**src/rtl/pc_branch_sequencer_pkg.sv**
```systemverilog
// pc_branch_sequencer_pkg: shared state encoding and instruction-size constants
package pc_branch_sequencer_pkg;
  typedef enum logic [1:0] {BOOT, RUN, PEND} seq_state_t;
  localparam int INSTR_SHIFT = 2;
  localparam int INSTR_BYTES = 4;
endpackage

```
**src/rtl/pc_branch_sequencer_target.sv**
```systemverilog
// pc_branch_sequencer_target: branch target = br_pc + word offset, wrapping mod 2^ADDR_W
module branch_target_adder
  import pc_branch_sequencer_pkg::*;
#(
  parameter int ADDR_W = 64
) (
  input  logic [ADDR_W-1:0] br_pc,
  input  logic [ADDR_W-1:0] br_offset,
  output logic [ADDR_W-1:0] tgt
);
  assign tgt = br_pc + (br_offset << INSTR_SHIFT);
endmodule

```
**src/rtl/pc_branch_sequencer.sv**
```systemverilog
// pc_branch_sequencer: fetch PC owner, branch redirect sequencing and pipeline flush
module pc_branch_sequencer
  import pc_branch_sequencer_pkg::*;
#(
  parameter int                ADDR_W       = 64,
  parameter logic [ADDR_W-1:0] RESET_VECTOR = '0,
  parameter int                CNT_W        = 32
) (
  input  logic              clk,
  input  logic              reset,
  input  logic              stall,
  input  logic              br_valid,
  input  logic              br_taken,
  input  logic [ADDR_W-1:0] br_pc,
  input  logic [ADDR_W-1:0] br_offset,
  output logic [ADDR_W-1:0] pc,
  output logic              pc_valid,
  output logic              flush,
  output logic [CNT_W-1:0]  taken_cnt
);
  seq_state_t        state;
  logic [ADDR_W-1:0] pend_tgt;
  logic [ADDR_W-1:0] tgt;
  logic              take;
  branch_target_adder #(.ADDR_W(ADDR_W)) u_adder (
    .br_pc    (br_pc),
    .br_offset(br_offset),
    .tgt      (tgt)
  );
  assign take     = br_valid & br_taken & (state != BOOT);
  assign flush    = take;
  // In PEND the held pc is wrong-path, so only RUN marks it fetchable
  assign pc_valid = (state == RUN);
  always_ff @(posedge clk or posedge reset) begin
    if (reset) begin
      state     <= BOOT;
      pc        <= RESET_VECTOR;
      pend_tgt  <= '0;
      taken_cnt <= '0;
    end else begin
      if (take && !(&taken_cnt)) taken_cnt <= taken_cnt + 1'b1;
      case (state)
        BOOT: state <= RUN;
        RUN: begin
          if (take && stall) begin
            pend_tgt <= tgt;
            state    <= PEND;
          end else if (take) pc <= tgt;
          else if (!stall) pc <= pc + ADDR_W'(INSTR_BYTES);
        end
        PEND: begin
          if (take) pend_tgt <= tgt;
          if (!stall) begin
            pc    <= take ? tgt : pend_tgt;
            state <= RUN;
          end
        end
        default: state <= BOOT;
      endcase
    end
  end
endmodule

```
**config.mk**
```make
export PLATFORM = sky130hd
export DESIGN_NAME = pc_branch_sequencer
export DESIGN_NICKNAME = d
export VERILOG_FILES = /design/src/rtl/pc_branch_sequencer_pkg.sv /design/src/rtl/pc_branch_sequencer_target.sv /design/src/rtl/pc_branch_sequencer.sv
export SDC_FILE = /design/constraint.sdc
export NUM_CORES = 1
export LEC_CHECK = 0
export BUFFER_PORTS_ARGS = -buffer_cell sky130_fd_sc_hd__clkbuf_2
export CORE_MARGIN = 3
export CORE_UTILIZATION = 50
export DETAILED_ROUTE_END_ITERATION = 10
export PLACE_DENSITY = 0.73
export SLEW_MARGIN = 20
export SYNTH_ARGS = -nofsm -noshare
export SYNTH_HDL_FRONTEND = slang
export SYNTH_SLANG_ARGS = --single-unit
```
**constraint.sdc**
```tcl
create_clock -name clk -period 12 [get_ports clk]
set_clock_uncertainty 0.05 [all_clocks]
set_input_delay 1.2 -clock clk [delete_from_list [all_inputs] [get_ports clk]]
set_output_delay 1.2 -clock clk [all_outputs]
set_load 0.01 [all_outputs]
```
Word level (Yosys, flattened, before mapping)
Cells that the tools add are included.

operators by class
  add/subtract/negate cells = 3
  equal/unequal tests = 6
  multiplexer cells = 11
  bitwise operators = 2
  reductions and logical operators = 10

operator list
  cell                                                                    number
  64-bit 2-to-1 mux                                                       6
  64-bit case mux with 2 select lines                                     2
  64-bit by 3-bit adder with 64-bit output (second input constant)        1
  64-bit adder                                                            1
  32-bit by 1-bit adder with 32-bit output (second input constant)        1
  32-bit AND reduction                                                    1
  2-bit case mux with 3 select lines                                      1
  2-bit 2-to-1 mux                                                        2
  2-bit != test (second input constant)                                   2
  2-bit AND reduction                                                     2
  4-bit AND reduction                                                     1
  2-bit nonzero test                                                      2
  3-bit by 2-bit != test with 1-bit output (second input constant)        1
  1-bit bitwise AND                                                       2
  2-bit by 1-bit equality test with 1-bit output (second input constant)  1
  2-bit equality test (second input constant)                             1
  1-bit logical AND                                                       2
  2-bit zero test                                                         1
  2-bit by 1-bit != test with 1-bit output (second input constant)        1
  1-bit zero test                                                         1

word-level totals
  flip-flop bits (word level) = 162
  input port bits = 133
  logic and storage cells = 36

Longest topological paths before layout
Gate-level depths: netlist (run 1).

  depth in word-level cells = 5
  depth in mapped cells = 11

By module
A second synthesis (run 1) with hierarchy kept.

unflattened totals
  cell total of the unflattened synthesis = 1471
  area total of the unflattened synthesis = 12354.3 um^2

modules (own cells, without submodules)
  module               instances  cells an instance  area each (um^2)  seq. area each (um^2)
  pc_branch_sequencer  1          967                8891.0            4053.9
  branch_target_adder  1          504                3463.3            0.0

Worst setup path after synthesis (run 1)
OpenSTA, ideal clock, no wires.

  path type = in2reg
  start point = input br_pc[2]
  end point = register pc[62]
  setup time = 95 ps
  arrival = 3607 ps
  slack = 8247 ps
  stages = 11
  cell sequence = ha_1 fa_1 a211oi_1 o21bai_1 o21ai_1 a2111oi_4 o21ai_1 a21boi_1 a221o_1 and4_1 o31ai_1

on the way
  word-level cells in the longest chain between the ends = 4
  elaborated cells on any way between the ends = 6
  classes of those cells = add/sub (1); mux (5)

RTL lines
  what                                         line                                                  text
  from (decl)                                  pc_branch_sequencer.sv:14                             input logic [ADDR_W-1:0] br_pc,
  64-bit adder (*)                             pc_branch_sequencer_target.sv:11                      assign tgt = br_pc + (br_offset << INSTR_SHIFT);
  64-bit 2-to-1 mux, on equally long branches  --
  64-bit 2-to-1 mux, on equally long branches  pc_branch_sequencer.sv:53, pc_branch_sequencer.sv:45
  64-bit case mux with 2 select lines (*)      pc_branch_sequencer.sv:42                             case (state)
  to (signal assigned)                         pc_branch_sequencer.sv:48                             end else if (take) pc <= tgt;
  to (signal assigned)                         pc_branch_sequencer.sv:49                             else if (!stall) pc <= pc + ADDR_W'(INSTR_BYTES);
  to (signal assigned)                         pc_branch_sequencer.sv:54                             pc <= take ? tgt : pend_tgt;
  to (decl)                                    pc_branch_sequencer.sv:16                             output logic [ADDR_W-1:0] pc,

Every way passes the cells marked *; elsewhere a longest branch is shown, timed or not. The select of a mux whose other input is x is not followed.
A chain may end at the register's enable or synchronous reset.

Worst setup path after layout (run 1)
Same ends and word-level chain as after synthesis.

==> results of run 1 <==
[metal layers]
layer | routed length (um) | GRT usage | share of wire
met5 | 0 | 0 | 0
met2 | 16100 | 0.415 | 0.45
met1 | 16200 | 0.374 | 0.45
met4 | 731 | 0.0707 | 0.020
met3 | 2610 | 0.0553 | 0.073
[placed cells by master (no fill, tap or decap), types with 17 or more instances in the layout]
master     netlist  routed
inv_1           26      25
o21ai_0        139     139
o211ai_1        50      50
o21a_1          31      31
ha_1            63      63
a21o_1          24      24
nor3_1          23      23
a21oi_1        109     108
clkbuf_2         2     228
clkbuf_16        0      17
nor2_1          94      93
nand4_1         52      52
nand3_1         48      48
xor2_1          53      53
nand2_1        206     205
xnor2_1         66      66
dfrtp_1        162     162
a211oi_1        20      20
and3_1          21      21
[logic make-up (layout without fill, tap and decap cells)]
logic type,Yosys count,in the layout,share of synthesized area
flops,162,162,0.328
compound gates,494,494,0.258
fa+ha+maj,64,64,0.0654
simple gates,538,538,0.213
mux,5,5,0.00456
xor+xnor,119,119,0.0844
buf+inv,117,292,0.0470
[synthesized netlist by cell type (all sizes together) (26+ instances only)]
cell and number:
a21oi 109, clkbuf 64, dfrtp 162, ha 63, inv 26, nand2 207
nand3 49, nand4 52, nor2 94, o211ai 51, o21a 31, o21ai 148
xnor2 66, xor2 53
[power groups by stage]
| stage | registers, mW | logic, mW | clock network [mW] |
|---|---|---|---|
| 6_report | 0.860 | 0.739 | 0.560 |
| 5_1_grt | 0.887 | 0.828 | 0.591 |
| 4_1_cts | 0.857 | 0.739 | 0.567 |
| 3_5_place_dp | 0.864 | 0.733 | 0 |
| 3_3_place_gp | 0.857 | 0.718 | 0 |
| 2_1_floorplan | 0.858 | 0.476 | 0 |
[worst register-to-register path: stages (launching register included)]
cell,delay (ns)
dfrtp_1,0.56
o21ai_4,0.80
buf_4,0.60
inv_1,0.15
buf_4,0.30
nand2_1,0.65
o22ai_1,0.18
a21oi_1,0.16
[registers in the layout, summed over array words and instances, names as in the netlist]
| name | count |
|---|---|
| pc | 64 |
| pend_tgt | 64 |
| taken_cnt | 32 |
| state | 2 |
[through the flow]
step | std cells | utilization | hold slack (ns) | instance area, um^2 | total power, mW
2_1_floorplan | 1499 | - | 0.389 | 12400 | 1.33
4_1_cts | 1993 | 0.590 | 0.427 | 14100 | 2.16
3_3_place_gp | 1962 | 0.565 | 0.402 | 13500 | 1.57
5_1_grt | 1993 | 0.591 | 0.457 | 14100 | 2.31
3_5_place_dp | 1962 | 0.565 | 0.412 | 13500 | 1.60
6_report | 1993 | 0.591 | 0.424 | 14100 | 2.16
[worst paths after layout]
check / start / end / slack, ns / depth (start not counted)
worst max-delay path: br_pc[2] / pc[62]$_DFFE_PP0P_ / 7.65 / 12
worst min-delay path: pend_tgt[3]$_DFFE_PP0P_ / pend_tgt[3]$_DFFE_PP0P_ / 0.42 / 2
worst max register to register: state[0]$_DFFE_PP0P_ / pc[2]$_DFFE_PP0P_ / 8.48 / 7
worst min register to register: pend_tgt[3]$_DFFE_PP0P_ / pend_tgt[3]$_DFFE_PP0P_ / 0.42 / 2
max in group asynchronous: reset / pc[23]$_DFFE_PP0P_ / 9.88 / 3
min in group asynchronous: reset / pend_tgt[0]$_DFFE_PP0P_ / 0.83 / 2
[final cells by class]
class / count / area (um^2)
clock buffers: 18 / 439
clock inverters: 13 / 160
fillers: 2188 / 9780
inverters: 26 / 103
multi-input cells: 1220 / 7760
flip-flops and latches: 162 / 4050
well taps: 319 / 399
repair buffers: 235 / 1200
==> results.md, run 1 <==
- Number of buffers created by CTS: 17
- Fraction of layout cells with a size suffix above 1: 0.177
- Slowest stage cell, crit path: o21ai_1
- Int Power: between 1 and 1.5 mW
- Setup TNS: 0 ns
- Post-synth top area cell: dfrtp_1
- Buf/Inv on CP: 1
- CP Class: input pin to flip-flop
- Net Sw Power: 0.822 mW
- Status: finished, final reports clean
- Switch share: 0.380
- Worst-margin pin slew: 1.02 ns
- VDD IR max: between 0.0001 and 0.00015 V
- Critical Path AT: about 4.6 ns
- Final Hold Violating Endpoints: 0
- Final Max Tran Viols: 0
- Iteration-0 DRC Markers: between 800 and 900
- First-pass GRT wire length: roughly 58 mm
- Combinational power share: 0.342
- Crit start category: input pin
- Clk buf depth: 2
- Final worst setup slack: roughly 7.6 ns
- Slew HR: 0.322
- Ant. Diodes: 0
- IO Count: roughly 230
- CP dominant cell by count: o21ai_1
- EDFF count, synth: 0
- Register area share after synthesis: 0.328
- Clk network pwr share: 0.259
- First drt pass iteration count: 5
- Post-synthesis cell area: 12400 um^2
- Crit. End Element: flip-flop
- Clock transition at path regs: around 0.07 ns
- P&R area growth vs syn: 14.2%
- Post-CTS Resized: 0
- Vias per cell: roughly 6
- Root buffer cell: clkbuf_16
- Crit-path max FO: 4
- Post-route minimum period: 4.35 ns
- Hold_buf cts: 0
- Total routing usage reported by global routing: 0.265
- Largest net degree at the start of global routing: a little over 80
- Cell chain of the critical path: clkbuf_2, ha_1, fa_1, a211oi_1, o21bai_1, o21ai_1, a2111oi_4, o21ai_1, a21boi_1, a221o_1, and4_1, o31ai_1
- H-tree lvl count: 4
- Synth top area share: 0.328
- Antenna violations before repair: 0
- Crit path max-delay family: compound AO/OA/AOI/OAI gates
- Critical path's largest stage delay: roughly 0.50 ns
- Data required, critical path: about 12 ns
- Ys async rst share: 1.00
- Clk_lat worst skew: about 0.43 ns
- Type of the worst min-delay path: flip-flop to flip-flop
- Drt drc: 0
- Post-synthesis cell count: roughly 1500
- Setup Buffers After CTS: 0
- Final setup fails: 0
- PD cells: around 150 nW/um^2
- #FFs+latches synth: about 160
- Yosys cell types: 86
- RSZ-0062 raised after global routing: false
- DIE HEIGHT: 163 um
- Crit share post-route: 0.363
- Clock sinks: approximately 160
- Most common flop cell mapped by yosys: dfrtp_1
- NumNets Final: 1859
- Initial Utilization: 0.517
- Pre-CTS setup slack: between 7 and 8 ns
- Routability congestion estimate: ~0.91
- Die area: between 20000 and 30000 um^2
- Sequential power share: 0.398
- Leak Pwr: roughly 6.3 nW
- Die width: roughly 160 um
- HPWL after DPL: 25.8 mm
- Core Footprint: between 20000 and 25000 um^2
- GR Overflow Total: 0
- Avg Cell Area, Syn: approximately 8 um^2
- Num rows: 56
- Synth warn: 0
- Synthesized net count: between 1500 and 2000
- Number of max-cap violations: 0
- Vias in the first global route: 11000
- Total vias in the final route: ~12000
- Synth area leaders: dfrtp_1, ha_1, nand2_1
- IO Port Bufs: about 230
- TritonCTS clock tree: yes
- FMAX: between 200 and 250 MHz
- Final wirelength: 35.7 mm
- Post-DRT Antenna Nets: 0
- Per-cell routed wire length: 17.9 um
Power figures use the tool's default switching activity.
==> inputs of run 2 (changes only) <==
==> constraint.sdc (replaced) <==
create_clock -name clk -period 4.5 [get_ports clk]
set_clock_uncertainty 0.05 [all_clocks]
set_input_delay 0.45 -clock clk [delete_from_list [all_inputs] [get_ports clk]]
set_output_delay 0.45 -clock clk [all_outputs]
set_load 0.01 [all_outputs]
==> run 2 against run 1 <==
- first-iteration DRC count rose by 11%
- utilization rose by 0.29 points
- wire length rose by 0.64%
- flip-flop and latch count did not move
- register-to-register slack got worse by 7.0 ns
- highest routed layer unchanged
==> results.md, run 2 (synthesized netlist as in run 1, its figures left out) <==
- RSZ-0062 raised after global routing: false
- TritonCTS clock tree: yes
- Biggest regs: pc: 64 flops, pend_tgt: 64 flops, taken_cnt: 32 flops
- HP Start: br_pc[1]
- Die width: 163 um (unchanged)
- Most frequent cells in the layout: clkbuf_2, nand2_1, dfrtp_1
- First drt pass iteration count: 5 (unchanged)
- Drt drc: 0 (unchanged)
- GR Overflow Total: 0 (unchanged)
- Final Cell Area: 14200 um^2 (+0.49%)
- Vias per cell: 6.05 (-0.39%)
- FMAX: 304 MHz
- Final wirelength: 35.9 mm (+0.64%)
- Leak Pwr: 6.31 nW (+0.59%)
- Clock transition at path regs: 0.07 ns (about the same)
- DIE HEIGHT: 163 um (unchanged)
- P&R area growth vs syn: 14.8%
- Per-cell routed wire length: 18.0 um (+0.39%)
- Placed instance area: 13600 um^2 (+0.33%)
- Clk_lat worst skew: 0.43 ns (about the same)
- Number of max-cap violations: 0 (unchanged)
- CP Class: input pin to flip-flop
- Post-route minimum period: 3.29 ns
- RR Startpoint: pc[2]$_DFFE_PP0P_
- Final cell count without fillers: 1998 (+0.25%)
- Data required, critical path: 4.79 ns (-7.50 ns)
- Total vias in the final route: 12100 (-0.14%)
- Number of buffers created by CTS: 17 (unchanged)
- H-tree lvl count: 4 (unchanged)
- Routability congestion estimate: 0.910 (-0.36%)
- Final setup fails: 0 (unchanged)
- IO Port Bufs: 228 (unchanged)
- Initial Utilization: 0.517 (unchanged)
- Die area: 26600 um^2 (unchanged)
- Root buffer cell: clkbuf_16
- Critical Path AT: 3.58 ns (-1.06 ns)
- Final Hold Violating Endpoints: 0 (unchanged)
- Crit start category: input pin
- NumNets Final: 1864 (+0.27%)
- FF-to-FF setup slack: 1.47 ns (-7.01 ns)
- Fraction of layout cells with a size suffix above 1: 0.179 (+0.00185)
- Setup TNS: 0 ns (unchanged)
- Total routing usage reported by global routing: 0.268 (+0.00277)
- HPWL after DPL: 26.2 mm (+1.2%)
- PD cells: 412 nW/um^2 (+170%)
- Post-DRT Antenna Nets: 0 (unchanged)
- Ant. Diodes: 0 (unchanged)
- Worst R2R Path Depth: 9 (+2)
- Final Max Tran Viols: 0 (unchanged)
- Core Footprint: 23900 um^2 (unchanged)
- Crit share post-route: 0.731
- Crit. End Element: flip-flop
- Vias in the first global route: 11200 (+1.1%)
- Crit path launch: br_pc[2]
- First-pass GRT wire length: 58.3 mm (+1.4%)
- Clock sinks: 162 (unchanged)
- Commonest non-fill, non-tap cell in the layout: clkbuf_2
- DP Cell Count: 1967 (+0.25%)
- Largest net degree at the start of global routing: 163 (+96%)
- Slew HR: 0.394 (+0.0726)
- Hold Path Depth: 3 (+1)
- Num rows: 56 (unchanged)
- Iteration-0 DRC Markers: 977 (+11%)
- VDD IR max: 0.000283 V (+150%)
- IO Count: 231 (unchanged)
- Hold_buf cts: 0 (unchanged)
- Sink of the worst hold path: pend_tgt[1]$_DFFE_PP0P_
- Worst-margin pin slew: 0.909 ns (-0.109 ns)
- Status: finished, final reports clean
- Post-CTS Resized: 0 (unchanged)
- Clk buf depth: 2 (unchanged)
- Antenna violations before repair: 0 (unchanged)
- Crit-path max FO: 4 (unchanged)
- R2r endpoint: pc[61]$_DFFE_PP0P_
- Setup Buffers After CTS: 0 (unchanged)
- Type of the worst min-delay path: input pin to flip-flop
-- run 2: how the worst max path moves through the flow --
stage                    endpoint  slack [ns]  cells after the start
3_5_place_dp   pc[62]$_DFFE_PP0P_        0.86                     13
2_1_floorplan  pc[62]$_DFFE_PP0P_        1.50                     11
3_3_place_gp   pc[62]$_DFFE_PP0P_        0.84                     13
5_1_grt        pc[62]$_DFFE_PP0P_        1.00                     13
4_1_cts        pc[62]$_DFFE_PP0P_        1.29                     13
6_report       pc[62]$_DFFE_PP0P_        1.21                     13
-- run 2: critical path, cell delays in order --
cell and delay [ns]:
clkbuf_2 0.09, ha_1 0.29, fa_1 0.46, a211oi_1 0.25, o21bai_1 0.17, o21ai_1 0.15, buf_4 0.16, a2111oi_4 0.09
o21ai_1 0.39, a21boi_1 0.20, a221o_1 0.41, and4_1 0.22, o31ai_1 0.23
-- run 2: per-layer routing --
layer	global-route usage	vias to the layer above	wire length, um
met5	0	-	0
met4	0.0734	0	667
met3	0.0462	46	2410
met2	0.424	405	16500
met1	0.380	5775	16400
li1	-	5853	-
-- run 2: area by class of cell --
cell class / instances / area [um^2]
clock buffers: 17 / 425
multi-input cells: 1220 / 7750
flip-flops and latches: 162 / 4050
well taps: 319 / 399
fillers: 2192 / 9710
inverters: 26 / 101
clock inverters: 14 / 201
repair buffers: 240 / 1240
-- run 2: stage by stage --
step	setup slack (ns)	hold WS, ns	power, mW	utilization
finish	1.21	0.199	5.84	0.593
global route	1.00	0.227	6.21	0.593
CTS	1.29	0.183	5.85	0.593
detailed placement	0.864	0.412	4.27	0.567
global placement	0.840	0.403	4.21	0.567
floorplan	1.50	0.389	3.56	-
-- run 2: power breakdown --
part / leakage (nW) / internal, mW / switching, mW
logic: 4.00 / 0.834 / 1.15
registers: 2.01 / 1.85 / 0.441
clock network: 0.306 / 0.936 / 0.629
